`src/rtl/rc4_pkg.sv`:
```
// rc4_pkg -- shared types and constants for the RC4 S-memory sequencer.
//   sched_state_t : phase sequencer state
//   grant_t       : S-memory owner encoding (0 none, 1 init, 2 ksa, 3 prga)
//   S_DEPTH/S_ADDR_W : S-memory geometry
//   state_owner() : which engine a given state hands the memory port to
package rc4_pkg;

  localparam int S_DEPTH  = 256;
  localparam int S_ADDR_W = 8;
  localparam int NUM_ENG  = 3;

  typedef enum logic [2:0] {
    ST_IDLE,
    ST_INIT_GO,
    ST_INIT_RUN,
    ST_KSA_GO,
    ST_KSA_RUN,
    ST_PRGA_GO,
    ST_PRGA_RUN
  } sched_state_t;

  typedef enum logic [1:0] {
    GNT_NONE = 2'd0,
    GNT_INIT = 2'd1,
    GNT_KSA  = 2'd2,
    GNT_PRGA = 2'd3
  } grant_t;

  // Ownership starts on entry to X_GO and lasts through X_RUN.
  function automatic grant_t state_owner(input sched_state_t s);
    case (s)
      ST_INIT_GO, ST_INIT_RUN: return GNT_INIT;
      ST_KSA_GO,  ST_KSA_RUN:  return GNT_KSA;
      ST_PRGA_GO, ST_PRGA_RUN: return GNT_PRGA;
      default:                 return GNT_NONE;
    endcase
  endfunction

endpackage

```
`src/rtl/s_port_mux.sv`:
```
// s_port_mux -- combinational 3-to-1 S-memory port mux.
//   sel        : owner (grant_t); GNT_NONE drives all-zero outputs
//   eng_addr   : per-engine address, [0]=init [1]=ksa [2]=prga
//   eng_wrdata : per-engine write data, same ordering
//   eng_wren   : per-engine write enable, same ordering
//   s_addr/s_wrdata/s_wren : memory port
module s_port_mux
  import rc4_pkg::*;
#(
  parameter int ADDR_W = 8,
  parameter int DATA_W = 8
) (
  input  grant_t                           sel,
  input  logic [NUM_ENG-1:0][ADDR_W-1:0]   eng_addr,
  input  logic [NUM_ENG-1:0][DATA_W-1:0]   eng_wrdata,
  input  logic [NUM_ENG-1:0]               eng_wren,
  output logic [ADDR_W-1:0]                s_addr,
  output logic [DATA_W-1:0]                s_wrdata,
  output logic                             s_wren
);

  always_comb begin
    s_addr   = '0;
    s_wrdata = '0;
    s_wren   = 1'b0;
    case (sel)
      GNT_INIT: begin
        s_addr   = eng_addr[0];
        s_wrdata = eng_wrdata[0];
        s_wren   = eng_wren[0];
      end
      GNT_KSA: begin
        s_addr   = eng_addr[1];
        s_wrdata = eng_wrdata[1];
        s_wren   = eng_wren[1];
      end
      GNT_PRGA: begin
        s_addr   = eng_addr[2];
        s_wrdata = eng_wrdata[2];
        s_wren   = eng_wren[2];
      end
      default: ;
    endcase
  end

endmodule

```
`src/rtl/rc4_sched.sv`:
```
// rc4_sched -- RC4 phase sequencer and S-memory port arbiter.
// Runs init -> ksa -> prga once per accepted start and grants the single-port
// S memory to exactly one engine (or none).
//   clk, rst_n            : clock, async active-low reset
//   en / rdy              : start request / idle
//   {init,ksa,prga}_en    : one-cycle engine start pulses
//   {init,ksa,prga}_rdy   : engine ready/done
//   {init,ksa,prga}_addr/_wrdata/_wren : engine memory requests
//   s_addr/s_wrdata/s_wren : S-memory port (from granted engine only)
//   grant                 : owner, 0 none / 1 init / 2 ksa / 3 prga
//   err                   : sticky protocol violation; only built when
//                           RC4_SCHED_GRANT_CHECK_EN is defined, else 0
module rc4_sched
  import rc4_pkg::*;
#(
  parameter int ADDR_W = 8,
  parameter int DATA_W = 8
) (
  input  logic              clk,
  input  logic              rst_n,
  input  logic              en,
  output logic              rdy,
  output logic              init_en,
  output logic              ksa_en,
  output logic              prga_en,
  input  logic              init_rdy,
  input  logic              ksa_rdy,
  input  logic              prga_rdy,
  input  logic [ADDR_W-1:0] init_addr,
  input  logic [ADDR_W-1:0] ksa_addr,
  input  logic [ADDR_W-1:0] prga_addr,
  input  logic [DATA_W-1:0] init_wrdata,
  input  logic [DATA_W-1:0] ksa_wrdata,
  input  logic [DATA_W-1:0] prga_wrdata,
  input  logic              init_wren,
  input  logic              ksa_wren,
  input  logic              prga_wren,
  output logic [ADDR_W-1:0] s_addr,
  output logic [DATA_W-1:0] s_wrdata,
  output logic              s_wren,
  output logic [1:0]        grant,
  output logic              err
);

  sched_state_t state, state_d;
  grant_t       grant_q;
  logic         launch;
  // vld_pipe[0]: engine en pulse cycle, vld_pipe[1]: blank cycle after it.
  // The engine's rdy is stale in both, so RUN ignores it until the pipe drains.
  logic [1:0]   vld_pipe;
  logic         run_ok;

  logic [NUM_ENG-1:0][ADDR_W-1:0] eng_addr;
  logic [NUM_ENG-1:0][DATA_W-1:0] eng_wrdata;
  logic [NUM_ENG-1:0]             eng_wren;

  assign eng_addr   = {prga_addr,   ksa_addr,   init_addr};
  assign eng_wrdata = {prga_wrdata, ksa_wrdata, init_wrdata};
  assign eng_wren   = {prga_wren,   ksa_wren,   init_wren};

  assign run_ok = ~|vld_pipe;

  always_comb begin
    state_d = state;
    launch  = 1'b0;
    case (state)
      ST_IDLE:     if (en) state_d = ST_INIT_GO;
      ST_INIT_GO:  if (init_rdy) begin state_d = ST_INIT_RUN; launch = 1'b1; end
      ST_INIT_RUN: if (run_ok && init_rdy) state_d = ST_KSA_GO;
      ST_KSA_GO:   if (ksa_rdy) begin state_d = ST_KSA_RUN; launch = 1'b1; end
      ST_KSA_RUN:  if (run_ok && ksa_rdy) state_d = ST_PRGA_GO;
      ST_PRGA_GO:  if (prga_rdy) begin state_d = ST_PRGA_RUN; launch = 1'b1; end
      ST_PRGA_RUN: if (run_ok && prga_rdy) state_d = ST_IDLE;
      default:     state_d = ST_IDLE;
    endcase
  end

  always_ff @(posedge clk or negedge rst_n) begin
    if (!rst_n) begin
      state    <= ST_IDLE;
      grant_q  <= GNT_NONE;
      vld_pipe <= '0;
    end else begin
      state    <= state_d;
      grant_q  <= state_owner(state_d);
      vld_pipe <= {vld_pipe[0], launch};
    end
  end

  assign rdy     = (state == ST_IDLE);
  assign grant   = grant_q;
  assign init_en = vld_pipe[0] && (grant_q == GNT_INIT);
  assign ksa_en  = vld_pipe[0] && (grant_q == GNT_KSA);
  assign prga_en = vld_pipe[0] && (grant_q == GNT_PRGA);

  s_port_mux #(
    .ADDR_W (ADDR_W),
    .DATA_W (DATA_W)
  ) u_mux (
    .sel        (grant_q),
    .eng_addr   (eng_addr),
    .eng_wrdata (eng_wrdata),
    .eng_wren   (eng_wren),
    .s_addr     (s_addr),
    .s_wrdata   (s_wrdata),
    .s_wren     (s_wren)
  );

`ifdef RC4_SCHED_GRANT_CHECK_EN
  logic [NUM_ENG-1:0] eng_rdy;
  logic [NUM_ENG-1:0] owned;
  logic               viol;
  logic               err_q;

  assign eng_rdy = {prga_rdy, ksa_rdy, init_rdy};

  always_comb begin
    owned = '0;
    case (grant_q)
      GNT_INIT: owned = 3'b001;
      GNT_KSA:  owned = 3'b010;
      GNT_PRGA: owned = 3'b100;
      default:  owned = '0;
    endcase
  end

  // A write from anyone but the owner, or an owner still claiming ready in
  // the cycle after it must have taken en, is a protocol break.
  assign viol = (|(eng_wren & ~owned)) || (vld_pipe[1] && |(eng_rdy & owned));

  always_ff @(posedge clk or negedge rst_n) begin
    if (!rst_n) err_q <= 1'b0;
    else        err_q <= err_q | viol;
  end

  assign err = err_q;
`else
  assign err = 1'b0;
`endif

endmodule

```
`config.mk`:
```
export PLATFORM = sky130hd
export DESIGN_NAME = rc4_sched
export DESIGN_NICKNAME = d
export VERILOG_FILES = /design/src/rtl/rc4_pkg.sv /design/src/rtl/s_port_mux.sv /design/src/rtl/rc4_sched.sv
export SDC_FILE = /design/constraint.sdc
export NUM_CORES = 1
export LEC_CHECK = 0
export ABC_AREA = 0
export CORE_ASPECT_RATIO = 0.9
export CORE_MARGIN = 2
export CORE_UTILIZATION = 31
export DETAILED_ROUTE_END_ITERATION = 8
export PLACE_DENSITY = 0.82
export SLEW_MARGIN = 5
export SYNTH_ARGS = -nofsm -noshare
export SYNTH_HDL_FRONTEND = slang
export SYNTH_HIERARCHICAL = 1
export SYNTH_SLANG_ARGS = --single-unit
export TNS_END_PERCENT = 50
```
`constraint.sdc`:
```
create_clock -name clk -period 2 [get_ports clk]
set_input_delay 0.4 -clock clk [delete_from_list [all_inputs] [get_ports clk]]
set_output_delay 0.4 -clock clk [all_outputs]
set_load 0.05 [all_outputs]
```
# Yosys cells after proc, flatten, opt, wreduce, memory -nomap -nowiden

Cells that the tools add are included.

Add/subtract/negate cells: 0
Multiplexer cells: 16
Multipliers: 0
Div/mod/pow operators: 0
Reductions and logical operators: 12
Eq/ne operators: 15
Shift operators: 0
Bitwise operators: 0
Magnitude comparators: 0

Operators by type and width:

| operator           | number |
|---|---|
| $pmux 8 s3         | 2 |
| $mux 3             | 7 |
| $pmux 3 s7         | 1 |
| $eq 3x3->1 const B | 6 |
| $eq 3x2->1 const B | 4 |
| $reduce_or 2->1    | 4 |
| $eq 3x1->1 const B | 2 |
| $logic_and 1x1->1  | 6 |
| $pmux 1 s3         | 2 |
| $pmux 2 s3         | 1 |
| $eq 2x2->1 const B | 2 |
| $logic_not 3->1    | 1 |
| $mux 1             | 3 |
| $eq 2x1->1 const B | 1 |
| $logic_not 1->1    | 1 |

Memories kept: 0
Memory bits (read-only): 0
Bits in registers: 7
Memory bits (writable): 0
Bits of input ports: 57
Bits in latches: 0
Logic and storage cells: 46
Output and inout port bits: 24

# Logic depth before layout (Yosys ltp)

Depth after elaboration: 8
Mapped depth: 5
Depth with buffers taken out: 4

# Cells and area by module

The synthesis kept the hierarchy.

Modules (own cells, without submodules):

| module     | seq. area each (µm²) | times used | area an instance (µm²) | cells each |
|---|---|---|---|---|
| s_port_mux | 0.0                  | 1          | 454.2                  | 41 |
| rc4_sched  | 175.2                | 1          | 420.4                  | 38 |

# Worst setup path before layout

Ideal clock, no wire load.

Path kind: reg-to-output
Start: register grant_q[0] (netlist: grant[0])
End: output port s_addr[4]
Setup slack: -0.087 ns
Required time: 1.600 ns
Cell stages (with the launch flop): 4
Data arrival time: 1.687 ns
Buffers on the path: 2
Cells stage by stage: dfrtp_1 -> buf_2 -> clkbuf_1 -> a22o_1

Longest elaborated chain between the ends: 2

Ends and longest elaborated chain:

| what                                     | line             | RTL |
|---|---|---|
| start, declared                          | rc4_sched.sv:46  | `grant_t grant_q;` |
| start signal, assigned                   | rc4_sched.sv:85  | `grant_q <= state_owner(state_d);` |
| $eq 2x2->1 or $eq 2x1->1 (tied branches) | s_port_mux.sv:26 | `case (sel)` |
| $pmux 8 s3 *                             | s_port_mux.sv:26 |  |
| end, declared                            | rc4_sched.sv:38  | `output logic [ADDR_W-1:0] s_addr,` |

Every way passes the cells marked *; elsewhere a longest branch is shown, timed or not.

# Final worst setup path

Start: register grant_q[1] (netlist: grant[1])
End: output port s_wrdata[1]

Longest elaborated chain between the ends: 2

Ends and longest elaborated chain:

| what                                     | line             | RTL |
|---|---|---|
| $eq 2x2->1 or $eq 2x1->1 (tied branches) | s_port_mux.sv:26 |  |
| $pmux 8 s3 *                             | s_port_mux.sv:26 |  |
| end, declared                            | rc4_sched.sv:39  | `output logic [DATA_W-1:0] s_wrdata,` |

Marked as above.

==> metrics.md <==
| Metric | Value |
|---|---|
| Status | `completed` |
| Final worst setup slack | `0.01249 ns` |
| CP Launch Type | `register` |
| Via count of the first global-routing pass | `895` |
| Sink Count | `7` |
| Largest net degree at the start of global routing | `22` |
| Clk_lat worst skew | `0.25 ns` |
| Worst Path Required | `1.60 ns` |
| Syn Nets | `136` |
| CTS Hold Bufs | `0` |
| Die Ht | `54.39 um` |
| DR vias/cell | `4.809` |
| PostCTS Resize Cnt | `0` |
| Register area | `176.4 sq um` |
| Primary FF master, synth | `dfrtp_1` |
| CTS tree | `yes` |
| Area Overhead vs Synth | `123.0%` |
| Peak supply drop | `1.058 mV` |
| Initial antenna violation count | `0` |
| Fillers | `191` |
| FFs w/ async S/R, synth | `1.000` |
| Max Buffers Root-to-Sink | `2` |
| Area contributors post-synth | `dfrtp_1, mux2_4, a22o_1` |
| CTS H-Tree Depth | `1` |
| Worst EP arrival | `1.59 ns` |
| Crit Path Class | `reg2out` |
| Most common cell in the netlist | `a22o_1` |
| Post-Syn Area | `874.6 sq um` |
| Overall Global Routing Usage | `0.1772` |
| Num CTS Buffers | `3` |
| Share of layout cells above drive strength 1 | `0.4340` |
| Final setup fails | `0` |
| First-pass GRT wire length | `4.291 mm` |
| Final TNS setup | `0 ns` |
| DR WL/cell | `15.43 um` |
| Drt first pass iters | `4` |
| First DRT Iteration DRCs | `28` |
| Top cells by count, synth | `a22o_1, mux2_4, dfrtp_1, mux2_2, buf_6` |
| Mapped Cells | `79` |
| Fin nets | `217` |
| DRC | `0` |
| Root buffer cell | `clkbuf_4` |
| Yosys warning count | `6` |
| Final Skew | `0.008820 ns` |
| Worst-path clk slew | `0.06 ns` |
| Syn_area_per_cell | `11.07 sq um` |
| Fin crit period | `1.988 ns` |
| Die ar. | `3263 sq um` |
| Yosys reg bits | `7` |
| Drt total wl | `3.070 mm` |
| Num rows | `18` |
| Placeable Area | `2725 sq um` |
| Crit Path Max Fanout | `6` |
| I/O pins | `81` |
| Area leader, netlist | `dfrtp_1` |
| EDFF count, synth | `0` |
| Fin crit share | `0.9938` |
| Setup repair after global routing missed its margin | `yes` |
| Top cell type's share of synthesized area | `0.2003` |
| Max-slew violation count | `0` |
| GR Overflow Total | `0` |
| Die Wd | `59.99 um` |
| Starting density of the core | `0.3209` |
| Design area | `1951 sq um` |
| Pre-CTS setup slack | `0.1088 ns` |
| Placed Area | `1884 sq um` |
| Yosys cell types | `32` |
| Leakage Power | `0.0008389 uW` |
| IO Port Bufs | `79` |
| Placed wire-length estimate | `2.499 mm` |
| Area of the multi-input gates | `611.8 sq um` |
| Pwr dens | `1717 nW/um^2` |
| Number of max-cap violations | `0` |
| Total vias in the final route | `957` |
| Worst hold-check path type | `in2async` |
| Seq/Total Area, Yosys | `0.2003` |
| Fmax | `503.1 MHz` |
| Final hold violations | `0` |
| Antenna Nets Post-Route | `0` |
| Final Wtd Congestion | `0.6987` |
| CP endpoint kind | `primary output` |
| Diode count | `0` |
-- repair_timing --
action | in CTS | in global routing
gates cloned | 0 | 0
buffers inserted | 1 | 1
endpoints found under the setup margin | 14 | 10
-- path summary, 6_finish.rpt --
check / startpoint / to / slack, ns / depth (start not counted)
max: grant[1]$_DFF_PN0_ / s_wrdata[1] / 0.01 / 4
min: rst_n / grant[0]$_DFF_PN0_ / 0.39 / 1
max reg2reg: state[1]$_DFF_PN0_ / grant[0]$_DFF_PN0_ / 0.50 / 4
min reg2reg: vld_pipe[0]$_DFF_PN0_ / vld_pipe[1]$_DFF_PN0_ / 0.54 / 0
max in group asynchronous: rst_n / grant[1]$_DFF_PN0_ / 1.37 / 1
min in group clk: vld_pipe[0]$_DFF_PN0_ / vld_pipe[1]$_DFF_PN0_ / 0.54 / 0
-- area by class of cell --
type,instances,area share
clock buffer,4,0.01347
tap,40,0.02566
multi-input combinational,61,0.3137
sequential,7,0.09044
timing repair buffer,85,0.5529
inverter,2,0.003849
-- worst max-delay path, cell delays in order (launching register included) --
cell and delay, ns:
dfrtp_2 0.46, buf_4 0.19, mux2_4 0.30, a22o_2 0.24, buf_12 0.15
-- per-layer routing --
layer | track usage | part of all wire
met5 | 0 | 0
met3 | 0.04019 | 0.075
met4 | 0.02593 | 0.0088
met2 | 0.3442 | 0.50
met1 | 0.2009 | 0.41
-- through the flow --
stage / total power (uW) / hold WS (ns) / std cells / util
after floorplan: 1986 / 0.1044 / 79 / -
after global placement: 3113 / 0.5027 / 193 / 0.6915
after detailed placement: 3156 / 0.5175 / 193 / 0.6915
after CTS: 3330 / 0.4099 / 198 / 0.7084
after global routing: 3482 / 0.4115 / 199 / 0.7158
final: 3348 / 0.3940 / 199 / 0.7158
-- logic make-up after synthesis --
kind of cell	Yosys count	share of synthesized area
AOI/OAI and AO/OA	27	0.2675
muxes	19	0.2904
and+or+nand+nor	13	0.1130
buffers and inverters	11	0.1144
DFF	7	0.2003
xor gates and xnor gates	1	0.01002
other	1	0.004288
-- placed cells by master (no fill, tap or decap) --
cell             count
o21bai_1             1
o21ai_2              2
a22o_2              10
clkdlybuf4s50_1     56
nor3b_1              1
o21ai_0              2
nand2_1              1
conb_1               1
buf_4                5
a21oi_1              1
a211oi_2             1
clkbuf_1             1
inv_1                2
dfrtp_2              1
a32o_1               1
or3b_2               1
nor3_2               1
and3_1               1
nand3b_1             2
xor2_1               1
a2111oi_2            1
and3b_1              1
buf_12              24
a22o_1               7
and2_4               1
a21o_1               1
mux2i_1              1
mux2_2               7
nor2b_1              2
dfrtp_1              6
nor2b_4              1
mux2_4              11
clkbuf_4             3
nor2_1               1
-- flip-flops by register name, indices dropped and copies added, names as in the netlist --
register	cells
grant	2
state	3
vld_pipe	2
-- where the power goes --
part / switching, uW / internal (uW)
combinational: 1410 / 1480
clock: 49.9 / 76.0
sequential: 127 / 209
Power figures use the tool's default switching activity.
